**src/rtl/div_unit.sv**
```systemverilog
// Sequential radix-2 restoring divider (DIV/DIVU/REM/REMU) with a fixed
// 33-cycle latency from the start edge to the done pulse.
module div_unit #(
  parameter int WIDTH = 32
) (
  input  logic             clk_i,
  input  logic             rst_i,
  input  logic             start_i,
  input  logic [1:0]       op_i,
  input  logic [WIDTH-1:0] data1_i,
  input  logic [WIDTH-1:0] data2_i,
  output logic             busy_o,
  output logic             done_o,
  output logic [WIDTH-1:0] data_o,
  output logic             Zero_o
);

  localparam logic [0:0] IDLE = 1'b0;
  localparam logic [0:0] CALC = 1'b1;
  localparam int CW = $clog2(WIDTH) + 1;
  localparam logic [CW-1:0] LAST = CW'(WIDTH);

  logic [0:0]       state;
  logic [1:0]       op;
  logic             neg_q;
  logic             neg_r;
  logic             div0;
  logic [WIDTH-1:0] quo;
  logic [WIDTH-1:0] dvs;
  logic [WIDTH-1:0] raw;
  logic [WIDTH:0]   rem;
  logic [CW-1:0]    cnt;

  logic             is_signed;
  logic             a_neg;
  logic             b_neg;
  logic [WIDTH-1:0] abs_a;
  logic [WIDTH-1:0] abs_b;
  logic [WIDTH:0]   shifted;
  logic [WIDTH+1:0] trial;
  logic             fits;
  logic [WIDTH-1:0] q_fin;
  logic [WIDTH-1:0] r_fin;
  logic [WIDTH-1:0] result;

  always_comb begin
    is_signed = ~op_i[0];
    a_neg     = is_signed & data1_i[WIDTH-1];
    b_neg     = is_signed & data2_i[WIDTH-1];
    abs_a     = a_neg ? (~data1_i + 1'b1) : data1_i;
    abs_b     = b_neg ? (~data2_i + 1'b1) : data2_i;
  end

  // Dividend bits enter the remainder from the top of the quotient register,
  // which doubles as the shift register holding the not-yet-consumed bits.
  always_comb begin
    shifted = {rem[WIDTH-1:0], quo[WIDTH-1]};
    trial   = {1'b0, shifted} - {2'b00, dvs};
    fits    = ~trial[WIDTH+1];
  end

  always_comb begin
    q_fin = neg_q ? (~quo + 1'b1) : quo;
    r_fin = neg_r ? (~rem[WIDTH-1:0] + 1'b1) : rem[WIDTH-1:0];
    if (div0) begin
      q_fin = '1;
      r_fin = raw;
    end
    result = op[1] ? r_fin : q_fin;
  end

  assign busy_o = (state == CALC);

  always_ff @(posedge clk_i or negedge rst_i) begin
    if (!rst_i) begin
      state  <= IDLE;
      op     <= '0;
      neg_q  <= 1'b0;
      neg_r  <= 1'b0;
      div0   <= 1'b0;
      quo    <= '0;
      dvs    <= '0;
      raw    <= '0;
      rem    <= '0;
      cnt    <= '0;
      done_o <= 1'b0;
      data_o <= '0;
      Zero_o <= 1'b1;
    end else begin
      done_o <= 1'b0;
      case (state)
        IDLE: begin
          if (start_i) begin
            op    <= op_i;
            neg_q <= a_neg ^ b_neg;
            neg_r <= a_neg;
            quo   <= abs_a;
            dvs   <= abs_b;
            raw   <= data1_i;
            div0  <= (data2_i == '0);
            rem   <= '0;
            cnt   <= '0;
            state <= CALC;
          end
        end
        CALC: begin
          if (cnt == LAST) begin
            data_o <= result;
            Zero_o <= (result == '0);
            done_o <= 1'b1;
            state  <= IDLE;
          end else begin
            rem <= fits ? trial[WIDTH:0] : shifted;
            quo <= {quo[WIDTH-2:0], fits};
            cnt <= cnt + 1'b1;
          end
        end
        default: state <= IDLE;
      endcase
    end
  end

endmodule
```
**config.mk**
```make
export PLATFORM = sky130hd
export DESIGN_NAME = div_unit
export DESIGN_NICKNAME = d
export VERILOG_FILES = /design/src/rtl/div_unit.sv
export SDC_FILE = /design/constraint.sdc
export NUM_CORES = 1
export LEC_CHECK = 0
export CORE_UTILIZATION = 51
export DETAILED_ROUTE_END_ITERATION = 10
export PLACE_DENSITY = 0.77
export SLEW_MARGIN = 10
export SYNTH_ARGS = -nofsm -noshare
export SYNTH_HDL_FRONTEND = slang
export SYNTH_SLANG_ARGS = --single-unit
```
**constraint.sdc**
```tcl
create_clock -name clk_i -period 3.8 [get_ports clk_i]
set_input_delay 0.76 -clock clk_i [delete_from_list [all_inputs] [get_ports clk_i]]
set_output_delay 0.76 -clock clk_i [all_outputs]
set_load 0.05 [all_outputs]
```
==> results.yml <==
finish:
  fin_util_pct: 61.4
  antenna_cells: 0
  drive_gt1_share_pct: 8.82
  finish.net_count: 1693
  syn2layout_area_growth_pct: 17.0
  design_area_um2: 14500
logic_synthesis:
  yosysTopAreaCell: "dfrtp_1"
  synth_async_sr_flop_share_pct: 100
  synth.area.top_cells: "dfrtp_1, nand2_1, o21ai_0"
  synth_edf_count: 0
  syn_area_um2: 12400
  yosysMostFrequentCell: "nand2_1"
  synth_warnings: 0
  synth_ff_type: "dfrtp_1"
  synth_cell_types: 80
  synth-seq-cells: 173
  ys_seq_area_share_pct: 34.8
  syn_inst: 1506
  yosys-top-cells-count: "nand2_1, dfrtp_1, o21ai_0"
  syn_avg_cell_area_um2: 8.25
  synth_top_area_share_pct: 34.6
  synth_nets: 1614
power:
  powerDensity_nw_per_um2: 998
  pwr-share-clk_pct: 12.8
  p_switching_mw: 7.19
  power_frac_comb_pct: 61.2
  vdd_drop_max_uv: 626
  netSwitchingFraction_pct: 49.5
  seqPwrFrac_pct: 26.1
  p_leak_nw: 6.15
  power.total_mw: 14.5
  p_int_mw: 7.33
sta:
  timing.final.crit_share_pct: 93.3
  fin_skew_ps: 11.8
  worst_slack_ps: 254
  fin_crit_ps: 3550
  slew_headroom_pct: 24.8
  hold_ws_ps: 312
  rsz0062_at_grt: "no"
  final-setup-viol-count: 0
  fmax_ghz: 0.282
  hold_violations: 0
  worst_pin_slew_ps: 1120
  slew_viol_final: 0
floorplanning:
  core_region_area_um2: 23700
  start_util_pct: 52.5
  dieHeight_um: 158
  die-width_um: 158
  ios: 104
  dieArea_um2: 25000
  rows: 56
clocking:
  clock_sinks: 173
  post_cts_resized: 0
  postCtsSetupBuffers: 0
  cts_max_level: 4
  cts_root_buf: "clkbuf_16"
  cts_tree: "built"
  cts_max_path_buffers: 2
  clk_pin_slew_ps: 80
  clk_latency_ps: 440
  postCtsHoldBufs: 0
  cts_buffers: 17
critical_path:
  rrSetupSlack_ps: 250
  reg2reg_depth: 9
  r2r_end: "Zero_o"
  cp-end-kind: "flop"
  worst_path_max_delay_cell: "or4_4"
  cp.arrival_ps: 3900
  worstPathMaxFanout: 13
  cp-start-kind: "flop"
  reg2reg_from: "quo[9]"
  crit_chain: "or4_4, or4_4, or2_1, or3_1, nand4b_1, nand4_1, nor4_1, nand4b_1, o31ai_2"
  cp.required_ps: 4160
  crit_type: "flop to flop"
  critical_path.max_stage_delay_ps: 600
global_route:
  grtUsageMet2_pct: 47.8
  grt_usage_pct: 29.6
  gr-usage-met1_pct: 39.1
  grt_max_degree: 71
  use_met3_pct: 5.12
  grt.overflow.total: 0
  grt_first_pass_wirelength_um: 57500
  antenna_found_initial: 0
  grt_pass1_vias: 11100
  grt_busiest_layer: "met2"
placed_design:
  numPortBuffers: 103
  postPlaceCellArea_um2: 13900
  dpl.hpwl_um: 26800
  dp_slack_ps: -39.4
  place.gp.congestion: 0.955
drt:
  avgViaCountPerCell: 6.13
  first_iter_violations: 1056
  wirelength_um: 35500
  postRouteAntennaNets: 0
  drc: 0
  first_pass_iters: 5
  num_vias: 11800
  routedWlPerCell_um: 18.5
status:
  status: "completed"
run:
  maxCapViolCount: 0
hold_path:
  min_path_type: "input port to async pin"
-- power groups by stage --
stage | Combinational (mW) | Clock (mW) | Sequential [mW]
floorplan | 5.94 | 0 | 3.91
global placement | 8.42 | 0 | 3.74
detailed placement | 8.66 | 0 | 3.78
CTS | 8.74 | 1.86 | 3.75
global route | 9.74 | 1.93 | 3.88
finish | 8.88 | 1.85 | 3.78
-- cells by family (layout without fill, tap and decap cells) --
group / count (synthesis) / in the layout / share of synthesized area [%]
AND/OR/NAND/NOR: 502 / 502 / 19.2
XOR/XNOR: 125 / 125 / 8.81
buffers and inverters: 162 / 254 / 5.28
multiplexers: 51 / 51 / 4.20
flip-flops: 173 / 173 / 34.8
adder cells (fa/ha/maj): 39 / 39 / 3.99
AO/OA/AOI/OAI: 454 / 454 / 23.7
-- critical path: cells and delay by family (launching register included) --
family	cells	cell delay, ps
simple gates	8	2730
compound gates	1	210
flops	1	500
-- layer usage --
metal  vias to the layer above  routed length, um
li1                       5558                  -
met1                      5645              15200
met2                       461              16600
met3                        86               2560
met4                         0               1150
met5                         -                  0
-- area by class of cell --
| cell class | instances | area (um2) |
|---|---|---|
| Sequential cell | 173 | 4330 |
| Fill cell | 2084 | 9140 |
| Clock inverter | 14 | 176 |
| Clock buffer | 18 | 439 |
| Timing Repair Buffer | 160 | 1490 |
| Inverter | 62 | 233 |
| Tap cell | 319 | 399 |
| Multi-Input combinational cell | 1171 | 7480 |
-- how the worst max path moves through the flow --
stage | from | to | cells past startpoint
finish | quo[9] | Zero_o | 9
global placement | data1_i[9] | quo[20] | 10
floorplan | data1_i[8] | quo[21] | 9
global route | quo[0] | Zero_o | 11
CTS | quo[9] | Zero_o | 9
detailed placement | data1_i[9] | quo[19] | 10
-- per-stage QoR --
step / TNS [ps] / std cells
after CTS: 0 / 1917
after floorplan: 0 / 1506
after detailed placement: -88.2 / 1885
after global placement: -45.1 / 1885
after global routing: 0 / 1917
final: 0 / 1917
-- state kept, by name, indices dropped and copies added, names as in the netlist --
name / flops
raw: 32
rem: 32
data_o: 32
dvs: 32
op: 1
neg_q: 1
div0: 1
busy_o: 1
cnt: 6
done_o: 1
Zero_o: 1
neg_r: 1
quo: 32
-- cell usage in the layout (no fill, tap or decap), types with 9 or more instances in the layout --
cell type / netlist / layout
nor3_1: 24 / 24
nor2_1: 69 / 68
inv_1: 61 / 60
nor4_1: 14 / 14
o41ai_1: 11 / 11
buf_4: 0 / 55
ha_1: 38 / 38
o31ai_1: 31 / 30
xor2_1: 73 / 73
clkbuf_16: 0 / 17
a21oi_1: 82 / 81
a31oi_1: 10 / 10
mux2i_1: 42 / 42
nand3_1: 32 / 32
o211ai_1: 30 / 30
nand2b_1: 13 / 13
mux2_2: 9 / 9
dfrtp_1: 172 / 172
clkdlybuf4s50_1: 0 / 102
or4_1: 14 / 14
nand2_1: 244 / 243
o32ai_1: 9 / 9
o21ai_0: 172 / 172
and3_1: 10 / 10
xnor2_1: 52 / 52
o311ai_0: 9 / 9
o22ai_1: 11 / 11
nand4_1: 10 / 10
or3_1: 23 / 23
Power figures use the tool's default switching activity.
